===== src/rtl/mem_l2_arb_if.sv =====
// mem_l2_arb_if: requester A/B tile ports and the single L2 tile request port.
// slave = arbiter view, master = requesters/L2 environment view.
interface mem_l2_arb_if #(
   parameter int unsigned ADDR_W = 32,
   parameter int unsigned DATA_W = 128
);
   logic [ADDR_W-1:0] aMemAddr;
   logic [4:0]        aMemOpm;
   logic [DATA_W-1:0] aMemDataIn;
   logic [DATA_W-1:0] aMemDataOut;
   logic [1:0]        aMemOK;

   logic [ADDR_W-1:0] bMemAddr;
   logic [4:0]        bMemOpm;
   logic [DATA_W-1:0] bMemDataIn;
   logic [DATA_W-1:0] bMemDataOut;
   logic [1:0]        bMemOK;

   logic [ADDR_W-1:0] l2MemAddr;
   logic [4:0]        l2MemOpm;
   logic [DATA_W-1:0] l2MemDataOut;
   logic [DATA_W-1:0] l2MemDataIn;
   logic [1:0]        l2MemOK;

   modport slave (
      input  aMemAddr, aMemOpm, aMemDataIn,
      output aMemDataOut, aMemOK,
      input  bMemAddr, bMemOpm, bMemDataIn,
      output bMemDataOut, bMemOK,
      output l2MemAddr, l2MemOpm, l2MemDataOut,
      input  l2MemDataIn, l2MemOK
   );

   modport master (
      output aMemAddr, aMemOpm, aMemDataIn,
      input  aMemDataOut, aMemOK,
      output bMemAddr, bMemOpm, bMemDataIn,
      input  bMemDataOut, bMemOK,
      input  l2MemAddr, l2MemOpm, l2MemDataOut,
      output l2MemDataIn, l2MemOK
   );
endinterface


===== src/rtl/mem_l2_arb.sv =====
// mem_l2_arb: merges the I-cache (A) and D-cache (B) tile ports onto one registered L2 request port.
// Define MEM_L2_ARB_RR_EN for strict alternation under contention; default is fixed B priority.
module mem_l2_arb #(
   parameter int unsigned ADDR_W = 32,
   parameter int unsigned DATA_W = 128
) (
   input  logic        clock,
   input  logic        reset,
   mem_l2_arb_if.slave bus
);

   localparam logic [4:0] UMEM_OPM_READY = 5'h00;
   localparam logic [1:0] UMEM_OK_READY  = 2'd0;
   localparam logic [1:0] UMEM_OK_OK     = 2'd1;
   localparam logic [1:0] UMEM_OK_HOLD   = 2'd2;
   localparam logic [1:0] UMEM_OK_FAULT  = 2'd3;

   typedef enum logic [1:0] {ST_IDLE, ST_BUSY, ST_DONE} state_t;
   typedef enum logic {PORT_A, PORT_B} port_t;

   state_t            r_state;
   state_t            w_nextState;
   port_t             r_grant;
   port_t             w_winner;
   port_t             w_contendWin;
   logic [ADDR_W-1:0] r_l2Addr;
   logic [4:0]        r_l2Opm;
   logic [DATA_W-1:0] r_l2Data;
   logic [1:0]        r_final;
   logic              r_dropped;
   logic              w_aAct;
   logic              w_bAct;
   logic              w_gAct;
   logic              w_l2Fin;
   logic [1:0]        w_gOk;
   logic [1:0]        w_aOk;
   logic [1:0]        w_bOk;

   assign w_aAct  = (bus.aMemOpm[4:3] != 2'b00);
   assign w_bAct  = (bus.bMemOpm[4:3] != 2'b00);
   assign w_gAct  = (r_grant == PORT_A) ? w_aAct : w_bAct;
   assign w_l2Fin = (bus.l2MemOK == UMEM_OK_OK) || (bus.l2MemOK == UMEM_OK_FAULT);

`ifdef MEM_L2_ARB_RR_EN
   port_t r_rrLast;

   always_ff @(posedge clock) begin
      if (!reset) begin
         r_rrLast <= PORT_A;
      end else if ((r_state == ST_DONE) && (w_nextState == ST_IDLE)) begin
         r_rrLast <= r_grant;
      end
   end

   assign w_contendWin = (r_rrLast == PORT_A) ? PORT_B : PORT_A;
`else
   assign w_contendWin = PORT_B;
`endif

   assign w_winner = (w_aAct && w_bAct) ? w_contendWin : (w_aAct ? PORT_A : PORT_B);

   always_ff @(posedge clock) begin
      if (!reset) begin
         r_state <= ST_IDLE;
      end else begin
         r_state <= w_nextState;
      end
   end

   always_comb begin
      w_nextState = r_state;
      case (r_state)
         ST_IDLE: if (w_aAct || w_bAct) w_nextState = ST_BUSY;
         ST_BUSY: if (w_l2Fin) w_nextState = ST_DONE;
         ST_DONE: if (!w_gAct && (bus.l2MemOK == UMEM_OK_READY)) w_nextState = ST_IDLE;
         default: w_nextState = ST_IDLE;
      endcase
   end

   // r_dropped keeps a re-raised request from the granted port on HOLD until re-arbitrated
   always_comb begin
      w_gOk = UMEM_OK_HOLD;
      case (r_state)
         ST_BUSY: if (bus.l2MemOK != UMEM_OK_READY) w_gOk = bus.l2MemOK;
         ST_DONE: if (!r_dropped) w_gOk = r_final;
         default: w_gOk = UMEM_OK_HOLD;
      endcase
      w_aOk = UMEM_OK_READY;
      if (w_aAct) begin
         w_aOk = ((r_state != ST_IDLE) && (r_grant == PORT_A)) ? w_gOk : UMEM_OK_HOLD;
      end
      w_bOk = UMEM_OK_READY;
      if (w_bAct) begin
         w_bOk = ((r_state != ST_IDLE) && (r_grant == PORT_B)) ? w_gOk : UMEM_OK_HOLD;
      end
   end

   always_ff @(posedge clock) begin
      if (!reset) begin
         r_grant   <= PORT_B;
         r_l2Addr  <= '0;
         r_l2Opm   <= UMEM_OPM_READY;
         r_l2Data  <= '0;
         r_final   <= UMEM_OK_READY;
         r_dropped <= 1'b0;
      end else begin
         case (r_state)
            ST_IDLE: begin
               if (w_aAct || w_bAct) begin
                  r_grant   <= w_winner;
                  r_dropped <= 1'b0;
                  if (w_winner == PORT_A) begin
                     r_l2Addr <= bus.aMemAddr;
                     r_l2Opm  <= bus.aMemOpm;
                     r_l2Data <= bus.aMemDataIn;
                  end else begin
                     r_l2Addr <= bus.bMemAddr;
                     r_l2Opm  <= bus.bMemOpm;
                     r_l2Data <= bus.bMemDataIn;
                  end
               end
            end
            ST_BUSY: begin
               if (w_l2Fin) begin
                  r_l2Opm <= UMEM_OPM_READY;
                  r_final <= bus.l2MemOK;
               end
            end
            ST_DONE: begin
               if (!w_gAct) r_dropped <= 1'b1;
            end
            default: ;
         endcase
      end
   end

   assign bus.aMemOK       = w_aOk;
   assign bus.bMemOK       = w_bOk;
   assign bus.aMemDataOut  = bus.l2MemDataIn;
   assign bus.bMemDataOut  = bus.l2MemDataIn;
   assign bus.l2MemAddr    = r_l2Addr;
   assign bus.l2MemOpm     = r_l2Opm;
   assign bus.l2MemDataOut = r_l2Data;

endmodule

===== src/flat_wrapper.sv =====
// flat-port wrapper written by rule: the top's interface ports become plain ports
module mem_l2_arb_flat 
#(
   parameter int unsigned ADDR_W = 32,
   parameter int unsigned DATA_W = 128
)
  (clock, reset, bus_aMemAddr, bus_aMemOpm, bus_aMemDataIn, bus_aMemDataOut, bus_aMemOK, bus_bMemAddr, bus_bMemOpm, bus_bMemDataIn, bus_bMemDataOut, bus_bMemOK, bus_l2MemAddr, bus_l2MemOpm, bus_l2MemDataOut, bus_l2MemDataIn, bus_l2MemOK);
  mem_l2_arb_if #(.ADDR_W(ADDR_W), .DATA_W(DATA_W)) bus_i ();
  input  logic clock;
  input  logic reset;
  input wire logic [$bits(bus_i.aMemAddr)-1:0] bus_aMemAddr;
  input wire logic [$bits(bus_i.aMemOpm)-1:0] bus_aMemOpm;
  input wire logic [$bits(bus_i.aMemDataIn)-1:0] bus_aMemDataIn;
  output wire logic [$bits(bus_i.aMemDataOut)-1:0] bus_aMemDataOut;
  output wire logic [$bits(bus_i.aMemOK)-1:0] bus_aMemOK;
  input wire logic [$bits(bus_i.bMemAddr)-1:0] bus_bMemAddr;
  input wire logic [$bits(bus_i.bMemOpm)-1:0] bus_bMemOpm;
  input wire logic [$bits(bus_i.bMemDataIn)-1:0] bus_bMemDataIn;
  output wire logic [$bits(bus_i.bMemDataOut)-1:0] bus_bMemDataOut;
  output wire logic [$bits(bus_i.bMemOK)-1:0] bus_bMemOK;
  output wire logic [$bits(bus_i.l2MemAddr)-1:0] bus_l2MemAddr;
  output wire logic [$bits(bus_i.l2MemOpm)-1:0] bus_l2MemOpm;
  output wire logic [$bits(bus_i.l2MemDataOut)-1:0] bus_l2MemDataOut;
  input wire logic [$bits(bus_i.l2MemDataIn)-1:0] bus_l2MemDataIn;
  input wire logic [$bits(bus_i.l2MemOK)-1:0] bus_l2MemOK;
  assign bus_i.aMemAddr = bus_aMemAddr;
  assign bus_i.aMemOpm = bus_aMemOpm;
  assign bus_i.aMemDataIn = bus_aMemDataIn;
  assign bus_aMemDataOut = bus_i.aMemDataOut;
  assign bus_aMemOK = bus_i.aMemOK;
  assign bus_i.bMemAddr = bus_bMemAddr;
  assign bus_i.bMemOpm = bus_bMemOpm;
  assign bus_i.bMemDataIn = bus_bMemDataIn;
  assign bus_bMemDataOut = bus_i.bMemDataOut;
  assign bus_bMemOK = bus_i.bMemOK;
  assign bus_l2MemAddr = bus_i.l2MemAddr;
  assign bus_l2MemOpm = bus_i.l2MemOpm;
  assign bus_l2MemDataOut = bus_i.l2MemDataOut;
  assign bus_i.l2MemDataIn = bus_l2MemDataIn;
  assign bus_i.l2MemOK = bus_l2MemOK;
  mem_l2_arb #(.ADDR_W(ADDR_W), .DATA_W(DATA_W)) u_core (.clock(clock), .reset(reset), .bus(bus_i));
endmodule

===== config.mk =====
export PLATFORM = sky130hd
export DESIGN_NAME = mem_l2_arb_flat
export DESIGN_NICKNAME = d
export VERILOG_FILES = /design/src/rtl/mem_l2_arb_if.sv /design/src/rtl/mem_l2_arb.sv /design/src/flat_wrapper.sv
export SDC_FILE = /design/constraint.sdc
export NUM_CORES = 1
export LEC_CHECK = 0
export BUFFER_PORTS_ARGS = -buffer_cell sky130_fd_sc_hd__buf_2
export CORE_AREA = 2 2 344 346
export DETAILED_ROUTE_END_ITERATION = 7
export DIE_AREA = 0 0 346 348
export PLACE_DENSITY_LB_ADDON = 0.3
export SKIP_CTS_REPAIR_TIMING = 1
export SLEW_MARGIN = 40
export SYNTH_ARGS = -nofsm -noshare
export SYNTH_HDL_FRONTEND = slang
export SYNTH_SLANG_ARGS = --single-unit

===== constraint.sdc =====
create_clock -name clock -period 2.45 [get_ports clock]
set_clock_uncertainty 0.15 [all_clocks]
set_input_delay 0.49 -clock clock [delete_from_list [all_inputs] [get_ports clock]]
set_output_delay 0.49 -clock clock [all_outputs]
set_load 0.01 [all_outputs]

After elaboration in Yosys (flattened, before gate mapping)

Cells that the tools add are included.

Register bits after elaboration: 171
Output and inout port bits: 425
Logic and storage cells: 59

Eq/ne operators: 8
Mux-type cells: 23
Bitwise logic cells: 1
Reduce and logical (&&, ||, !) cells: 20

Operator list:

| operator             | count |
|---|---|
| $mux W128            | 1 |
| $mux W32             | 1 |
| $mux W2              | 9 |
| $mux W5              | 3 |
| $reduce_bool A2 Y1   | 6 |
| $pmux W5 S2          | 1 |
| $reduce_and A3 Y1    | 3 |
| $ne A2 B1 Y1 const B | 3 |
| $pmux W2 S3          | 1 |
| $mux W1              | 5 |
| $eq A2 B1 Y1 const B | 2 |
| $eq A2 B2 Y1 const B | 2 |
| $logic_and A1 B1 Y1  | 4 |
| $logic_not A2 Y1     | 2 |
| $pmux W2 S2          | 1 |
| $reduce_and A2 Y1    | 2 |
| $logic_or A1 B1 Y1   | 2 |
| $ne A2 B2 Y1 const B | 1 |
| $pmux W1 S2          | 1 |
| $logic_not A1 Y1     | 1 |
| $not A1 Y1           | 1 |

Logic depth before layout (Yosys ltp)

Gate-level depths: netlist of the first run.

Word-level depth: 6
Gate-level depth with buffers: 8
Depth with buffers taken out: 6

Worst setup path before layout of the first run

Ideal clock, no wire load.

Path kind: register to output
Start point: reg u_core.r_state[1]
End point: out bus_aMemOK[0]
Data arrival time: 1285 ps
Setup slack: 525 ps
Cell stages (with the launch flop): 7
Path through: dfxtp_1 -> inv_1 -> ha_1 -> nand2_1 -> o21ai_0 -> nand2_1 -> nor4_1

Cells in the longest elaborated chain, start to end: 4
Elaborated cells on any way between the ends: 7

RTL lines:

| what                                                      | line                               | source |
|---|---|---|
| from (decl)                                               | mem_l2_arb.sv:21                   | `state_t r_state;` |
| from (signal assigned)                                    | mem_l2_arb.sv:66                   | `r_state <= w_nextState;` |
| $eq A2 B2 Y1 (tied with other cells)                      | mem_l2_arb.sv:83                   | `case (r_state)` |
| $pmux W2 S2 / $logic_and A1 B1 Y1 (equally long branches) | mem_l2_arb.sv:83, mem_l2_arb.sv:90 |  |
| $mux W2 (*)                                               | mem_l2_arb.sv:90                   | `w_aOk = ((r_state != ST_IDLE) && (r_grant == PORT_A)) ? w_gOk : UMEM_OK_HOLD;` |
| $mux W2 (*)                                               | mem_l2_arb.sv:89                   | `if (w_aAct) begin` |
| to (decl)                                                 | flat_wrapper.sv:15                 | `output wire logic [$bits(bus_i.aMemOK)-1:0] bus_aMemOK;` |

Every way passes the cells marked *; elsewhere a longest branch is shown, timed or not.

Final worst setup path of the first run

Start point: reg u_core.r_state[1]
End point: out bus_bMemOK[1]

Cells in the longest elaborated chain, start to end: 4
Elaborated cells on any way between the ends: 7

RTL lines:

| what                                                      | line                               | source |
|---|---|---|
| $eq A2 B2 Y1 (tied with other cells)                      | mem_l2_arb.sv:83                   |  |
| $pmux W2 S2 / $logic_and A1 B1 Y1 (equally long branches) | mem_l2_arb.sv:83, mem_l2_arb.sv:94 |  |
| $mux W2 (*)                                               | mem_l2_arb.sv:94                   | `w_bOk = ((r_state != ST_IDLE) && (r_grant == PORT_B)) ? w_gOk : UMEM_OK_HOLD;` |
| $mux W2 (*)                                               | mem_l2_arb.sv:93                   | `if (w_bAct) begin` |
| to (decl)                                                 | flat_wrapper.sv:20                 | `output wire logic [$bits(bus_i.bMemOK)-1:0] bus_bMemOK;` |

Marks and branches as above.

==> results of run 1 <==
## cell usage in the layout (no fill, tap or decap), types with 3 or more instances in the layout
cell type,netlist,layout
nor2b_1,3,3
buf_2,54,502
nand3_1,4,4
buf_12,0,19
inv_8,0,3
clkbuf_16,0,17
nor2_1,162,162
a21oi_1,8,8
a21o_1,3,3
a311oi_1,82,82
a311oi_2,78,78
nand2_2,0,3
nand2_1,330,327
mux2i_1,3,3
dfxtp_1,171,169
nand2b_1,6,6
inv_1,5,3
o21ai_0,11,9
buf_4,261,54
inv_6,0,6
## cell type report
cell class / instances / share of cell area
inverters: 7 / 0.00286
multi-input cells: 712 / 0.313
diodes: 1 / 0.000185
clock inverters: 13 / 0.0114
well taps: 1536 / 0.142
clock buffers: 19 / 0.0327
repair buffers: 576 / 0.244
flip-flops and latches: 171 / 0.253
## where the power goes
group	total, mW	internal [mW]	switching [mW]
clock network	3.06	1.56	1.50
logic	6.46	2.53	3.94
registers	4.34	3.79	0.550
total	13.9	7.88	5.99
## metrics by stage
stage | utilization | setup TNS, ns
5_1_grt | 0.116 | -0.556
6_report | 0.116 | -0.136
2_1_floorplan | - | 0
4_1_cts | 0.115 | -1.22
3_3_place_gp | 0.110 | 0
3_5_place_dp | 0.110 | 0
## worst min path at each step
stage | depth (start not counted) | end | slack, ns
floorplan | 2 | u_core.r_final[1] | 0.28
global placement | 2 | u_core.r_final[1] | 0.30
detailed placement | 2 | u_core.r_final[1] | 0.30
CTS | 3 | u_core.bus.l2MemAddr[1] | -0.01
global route | 3 | u_core.bus.l2MemDataOut[101] | 0.02
finish | 3 | u_core.bus.l2MemDataOut[94] | 0.06
## registers in the layout, summed over array words and instances, names as in the netlist
name and flops:
u_core.bus.l2MemDataOut 128, u_core.r_grant 1, u_core.r_final 2, u_core.r_dropped 1, u_core.bus.l2MemOpm 5, u_core.bus.l2MemAddr 32, u_core.r_state 2
## synthesized netlist by cell type, drive strengths merged
library cell / number / share of area
o21ai: 11 / 0.0055
nor2: 165 / 0.065
mux2i: 3 / 0.0030
a32oi: 1 / 0.00088
and3: 1 / 0.00063
a311oi: 160 / 0.19
nand3: 4 / 0.0020
nand2b: 6 / 0.0037
buf: 322 / 0.23
or2: 2 / 0.0012
a21oi: 9 / 0.0049
nor3: 2 / 0.0010
a211oi: 2 / 0.0015
o221ai: 1 / 0.00088
dfxtp: 171 / 0.34
clkbuf: 24 / 0.0090
a31oi: 2 / 0.0012
ha: 4 / 0.0050
nor2b: 3 / 0.0019
inv: 6 / 0.0022
clkinv: 1 / 0.00037
nand2: 331 / 0.12
nor4: 2 / 0.0012
a21o: 3 / 0.0022
## routing by layer
layer,share of wire,vias up
met2,0.46,642
met4,0.033,6
li1,-,4427
met1,0.35,4330
met3,0.16,83
met5,0.00066,-
## logic make-up (layout without fill, tap and decap cells)
kind of cell / after synthesis / after routing
AND/OR/NAND/NOR: 516 / 516
AO/OA/AOI/OAI: 189 / 189
adder cells (fa/ha/maj): 4 / 4
other: 0 / 1
multiplexers: 3 / 3
buffers and inverters: 353 / 615
flip-flops: 171 / 171
## worst max-delay path, delay by kind of cell, from the launching register on
| family | cells | cell delay, ns |
|---|---|---|
| simple gates | 1 | 0.20 |
| flops | 1 | 0.40 |
| buf+inv | 2 | 0.22 |
| compound gates | 1 | 0.22 |
| fa+ha+maj | 1 | 0.30 |
==> results.py, run 1 <==
metrics = {
    "detailed_routing": {
        "wire_per_inst_um": 20.0,
        "wl_um": 60600,
        "vias_per_cell": 3.13,
        "vias": 9488,
        "drtAntennaViolNets": 0,
        "first_pass_iters": 4,
        "drc": 0,
        "drtIter0Drc": 438,
    },
    "place": {
        "gp_congestion": 0.830,
        "numPlacedInstances": 3000,
        "io_buffers": 502,
        "dp_hpwl_um": 51000,
        "placed_cell_area_mm2": 0.0128,
        "place_ws_ns": 0.184,
    },
    "critical_path": {
        "cp.required_ns": 1.81,
        "critical_path.startpoint": "u_core.r_state[1]",
        "ff2ff_setup_slack_ns": 0.47,
        "path_class": "register to output port",
        "worst_setup_path_end_kind": "output port",
        "reg2regPathDepth": 8,
        "r2r_end": "u_core.bus.l2MemAddr[25]",
        "critPathLaunchType": "register",
        "crit_path_top_delay_cell": "dfxtp_4",
        "cp_cell_sequence": "inv_4 > ha_1 > and3_1 > a31oi_1 > buf_2",
        "critPathArrivalTime_ns": 1.87,
        "reg2reg_from": "u_core.r_state[1]",
        "slowest_delay_ns": 0.40,
        "cp-endpoint": "bus_bMemOK[1]",
        "crit_path_max_fanout": 4,
    },
    "timing": {
        "finalSetupViolCount": 4,
        "tightest_slew_ns": 0.618,
        "fin_ws_ns": -0.0604,
        "fmax_ghz": 0.398,
        "hold_violations": 0,
        "worst_hold_slack_ns": 0.0620,
        "period_share": 1.02,
        "rsz0062_at_grt": "true",
        "period_needed_ns": 2.51,
        "relSlewSlack": 0.588,
        "maxSlewViolCount": 0,
    },
    "global_routing": {
        "use_met3": 0.0746,
        "grt_pass1_wl_um": 80300,
        "grt_max_degree": 52,
        "overflow": 0,
        "grt_pass1_vias": 9397,
        "global_route.usage.met1": 0.0940,
        "track_usage": 0.0981,
        "use_met2": 0.156,
        "grt_antenna_before_repair": 4,
        "grt_most_used_layer": "met2",
    },
    "power_and_ir_drop": {
        "finalPower_mw": 13.9,
        "powerDensity_mw_per_mm2": 1020,
        "p_leak_nw": 5.83,
        "ir_drop_uv": 638,
    },
    "layout": {
        "syn_to_final_growth_pct": 35.2,
        "regArea_mm2": 0.00343,
        "final_area_mm2": 0.0135,
        "nets": 1951,
        "multiInputGateArea_mm2": 0.00424,
        "drive_above_1_share": 0.471,
        "final_cells": 3035,
        "fillers": 13700,
    },
    "clock_tree": {
        "cts_num_sinks": 171,
        "worstSkewPairLatency_ns": 0.53,
        "h-tree-depth": 4,
        "clkTransAtPathRegs_ns": 0.08,
        "cts_tree": "yes",
        "cts_max_path_buffers": 2,
        "root_buffer": "clkbuf_16",
        "cts_made_buffers": 17,
    },
    "floorplanning": {
        "io_pins": 887,
        "fp.dieH_um": 348,
        "std_cell_rows": 126,
        "initial_core_util": 0.0856,
        "coreArea_mm2": 0.117,
        "die_w_um": 346,
        "dieArea_mm2": 0.120,
    },
    "synthesis": {
        "synth_top_family_by_area": "buffers and inverters",
        "ys_seq_elements": 171,
        "yosys.area_share.simple": 0.202,
        "yosys_warnings": 0,
        "avgSynthCellArea_um2": 8.10,
        "syn_area_mm2": 0.0100,
        "ys_seq_area_frac": 0.342,
        "syn_nets": 1702,
        "synthMuxAreaShare": 0.00300,
        "synth_cell_types": 33,
        "synth_compound_area_frac": 0.206,
        "synth_fa_ha_area_frac": 0.00500,
        "synth_xor_area_frac": 0,
        "syn-instance-count": 1236,
    },
    "outcome": {
        "status": "finished with violations",
        "violations": "negative setup slack",
    },
    "job": {
        "max-cap-violations": 0,
    },
    "hold_path": {
        "hold_class": "primary input to register",
        "hp-start": "bus_aMemDataIn[94]",
    },
}
Note: power is estimated with default switching activity, not from simulation.
==> inputs of run 2 (changes only) <==
==> constraint.sdc (replaced) <==
create_clock -name clock -period 2.45 [get_ports clock]
set_clock_uncertainty 0.15 [all_clocks]
set_input_delay 0.1225 -clock clock [delete_from_list [all_inputs] [get_ports clock]]
set_output_delay 0.1225 -clock clock [all_outputs]
set_load 0.01 [all_outputs]
==> run 2 against run 1 <==
Net effect: the run ends with negative hold slack left; die area unchanged; sequential share of layout area shrank 4.8 points; setup slack gained 0.21 ns; highest routed layer unchanged; largest power group unchanged; maximum frequency is 9.2% higher; critical path depth rose by 2; utilization grew 2.7 points.
==> results.py, run 2 (synthesized netlist as in run 1, its figures left out) <==
metrics = {
    "outcome": {
        "status": "finished with violations",
        "violations": "negative hold slack",
    },
    "detailed_routing": {
        "wl_um": 62500,
        "drtAntennaViolNets": 0,
        "drtIter0Drc": 479,
        "wire_per_inst_um": 18.7,
        "drc": 0,
        "first_pass_iters": 4,
        "vias_per_cell": 3.18,
        "vias": 10600,
    },
    "job": {
        "max-cap-violations": 0,
    },
    "timing": {
        "fmax_ghz": 0.435,
        "worst_hold_slack_ns": -0.0221,
        "relSlewSlack": 0.643,
        "finalSetupViolCount": 0,
        "fin_ws_ns": 0.151,
        "period_share": 0.938,
        "tightest_slew_ns": 0.535,
        "maxSlewViolCount": 0,
        "period_needed_ns": 2.30,
        "hold_violations": 1,
    },
    "critical_path": {
        "r2r_end": "u_core.bus.l2MemDataOut[10]",
        "crit_path_max_fanout": 3,
        "cp.required_ns": 2.18,
        "path_class": "register to output port",
        "critPathLaunchType": "register",
        "reg2reg_from": "u_core.r_state[1]",
        "worst_setup_path_end_kind": "output port",
        "reg2regPathDepth": 8,
        "ff2ff_setup_slack_ns": 0.17,
        "critPathArrivalTime_ns": 2.03,
    },
    "layout": {
        "nets": 2265,
        "fillers": 13500,
        "final_common_cell": "buf_2",
        "final_cell_mix": "buf_2, dlygate4sd3_1, nand2_1",
        "syn_to_final_growth_pct": 66.2,
        "final_cells": 3348,
        "largest_reg_flops": 128,
        "drive_above_1_share": 0.372,
        "insertedDiodeCount": 0,
    },
    "clock_tree": {
        "root_buffer": "clkbuf_16",
        "worstSkewPairLatency_ns": 0.51,
        "cts_num_sinks": 171,
        "cts_max_path_buffers": 2,
        "clkTransAtPathRegs_ns": 0.07,
        "cts_made_buffers": 17,
        "cts_tree": "yes",
        "h-tree-depth": 4,
    },
    "floorplanning": {
        "coreArea_mm2": 0.117,
        "fp.dieH_um": 348,
        "io_pins": 887,
        "initial_core_util": 0.0856,
        "dieArea_mm2": 0.120,
        "std_cell_rows": 126,
        "die_w_um": 346,
    },
    "global_routing": {
        "overflow": 0,
        "grt_pass1_wl_um": 79300,
        "grt_antenna_before_repair": 2,
        "grt_max_degree": 53,
        "track_usage": 0.0971,
        "grt_pass1_vias": 9076,
    },
    "power_and_ir_drop": {
        "p_leak_nw": 7.08,
        "powerDensity_mw_per_mm2": 854,
        "ir_drop_uv": 630,
    },
    "place": {
        "place_ws_ns": 0.317,
        "io_buffers": 502,
        "dp_hpwl_um": 50900,
        "gp_congestion": 0.824,
        "numPlacedInstances": 2980,
    },
    "hold_path": {
        "hold_class": "primary input to register",
        "hold_depth": 4,
        "hp-start": "bus_aMemOpm[3]",
        "hold_end": "u_core.bus.l2MemOpm[3]",
    },
}
## run 2: changes by cell type in the layout (fill, tap and decap cells not counted), sizes merged
cell         before  now
buf             576  554
bufinv            2    1
clkbuf           19   18
clkinv            3    0
clkinvlp          0    4
diode             1    0
dlygate4sd3       0  336
inv              15   16
## run 2: worst max path at each step
stage,start,endpoint,slack (ns),cells after the start
after global routing,u_core.r_state[0],bus_aMemOK[0],-0.008,7
after detailed placement,u_core.r_state[0],u_core.bus.l2MemAddr[28],0.32,8
after CTS,u_core.r_state[1],bus_bMemOK[0],-0.12,7
final,u_core.r_state[0],bus_aMemOK[0],0.15,7
after floorplan,u_core.r_state[0],u_core.bus.l2MemDataOut[51],0.65,8
after global placement,u_core.r_state[0],u_core.bus.l2MemAddr[26],0.33,8
## run 2: power by group
part / switching (mW) / internal (mW)
registers: 0.548 / 3.78
clock network: 1.54 / 1.47
logic: 4.04 / 2.83
## run 2: area by class of cell
class | instances | area [um2] | area share
multi-input combinational | 712 | 4210 | 0.253
clock buffer | 18 | 439 | 0.0264
clock inverter | 14 | 149 | 0.00895
sequential | 171 | 3420 | 0.206
inverter | 7 | 33.8 | 0.00203
tap | 1536 | 1920 | 0.115
timing repair buffer | 890 | 6470 | 0.389
## run 2: critical path, cell delays in order (launching register included)
cell     delay, ns
dfxtp_1       0.35
inv_1         0.11
ha_1          0.21
nand2_1       0.06
o21ai_0       0.16
nand2_1       0.16
nor4_2        0.28
buf_2         0.19
## run 2: layer usage
metal | track usage | share of wire | up-vias
li1 | - | - | 5049
met1 | 0.0987 | 0.38 | 4876
met2 | 0.151 | 0.46 | 640
met3 | 0.0659 | 0.12 | 75
met4 | 0.0479 | 0.037 | 4
met5 | 0.00160 | 0.00043 | -
## run 2: through the flow
step / area, um2 / util / total power, mW / TNS [ns] / hold WS, ns
3_5_place_dp: 12700 / 0.108 / 10.9 / 0 / 0.0951
6_report: 16600 / 0.142 / 14.2 / 0 / -0.0221
3_3_place_gp: 12700 / 0.108 / 10.9 / 0 / 0.0951
4_1_cts: 13200 / 0.113 / 14.1 / -0.182 / -0.387
5_1_grt: 16600 / 0.142 / 15.3 / -0.0149 / 0.00734
2_1_floorplan: 10000 / - / 8.19 / 0 / 0.114
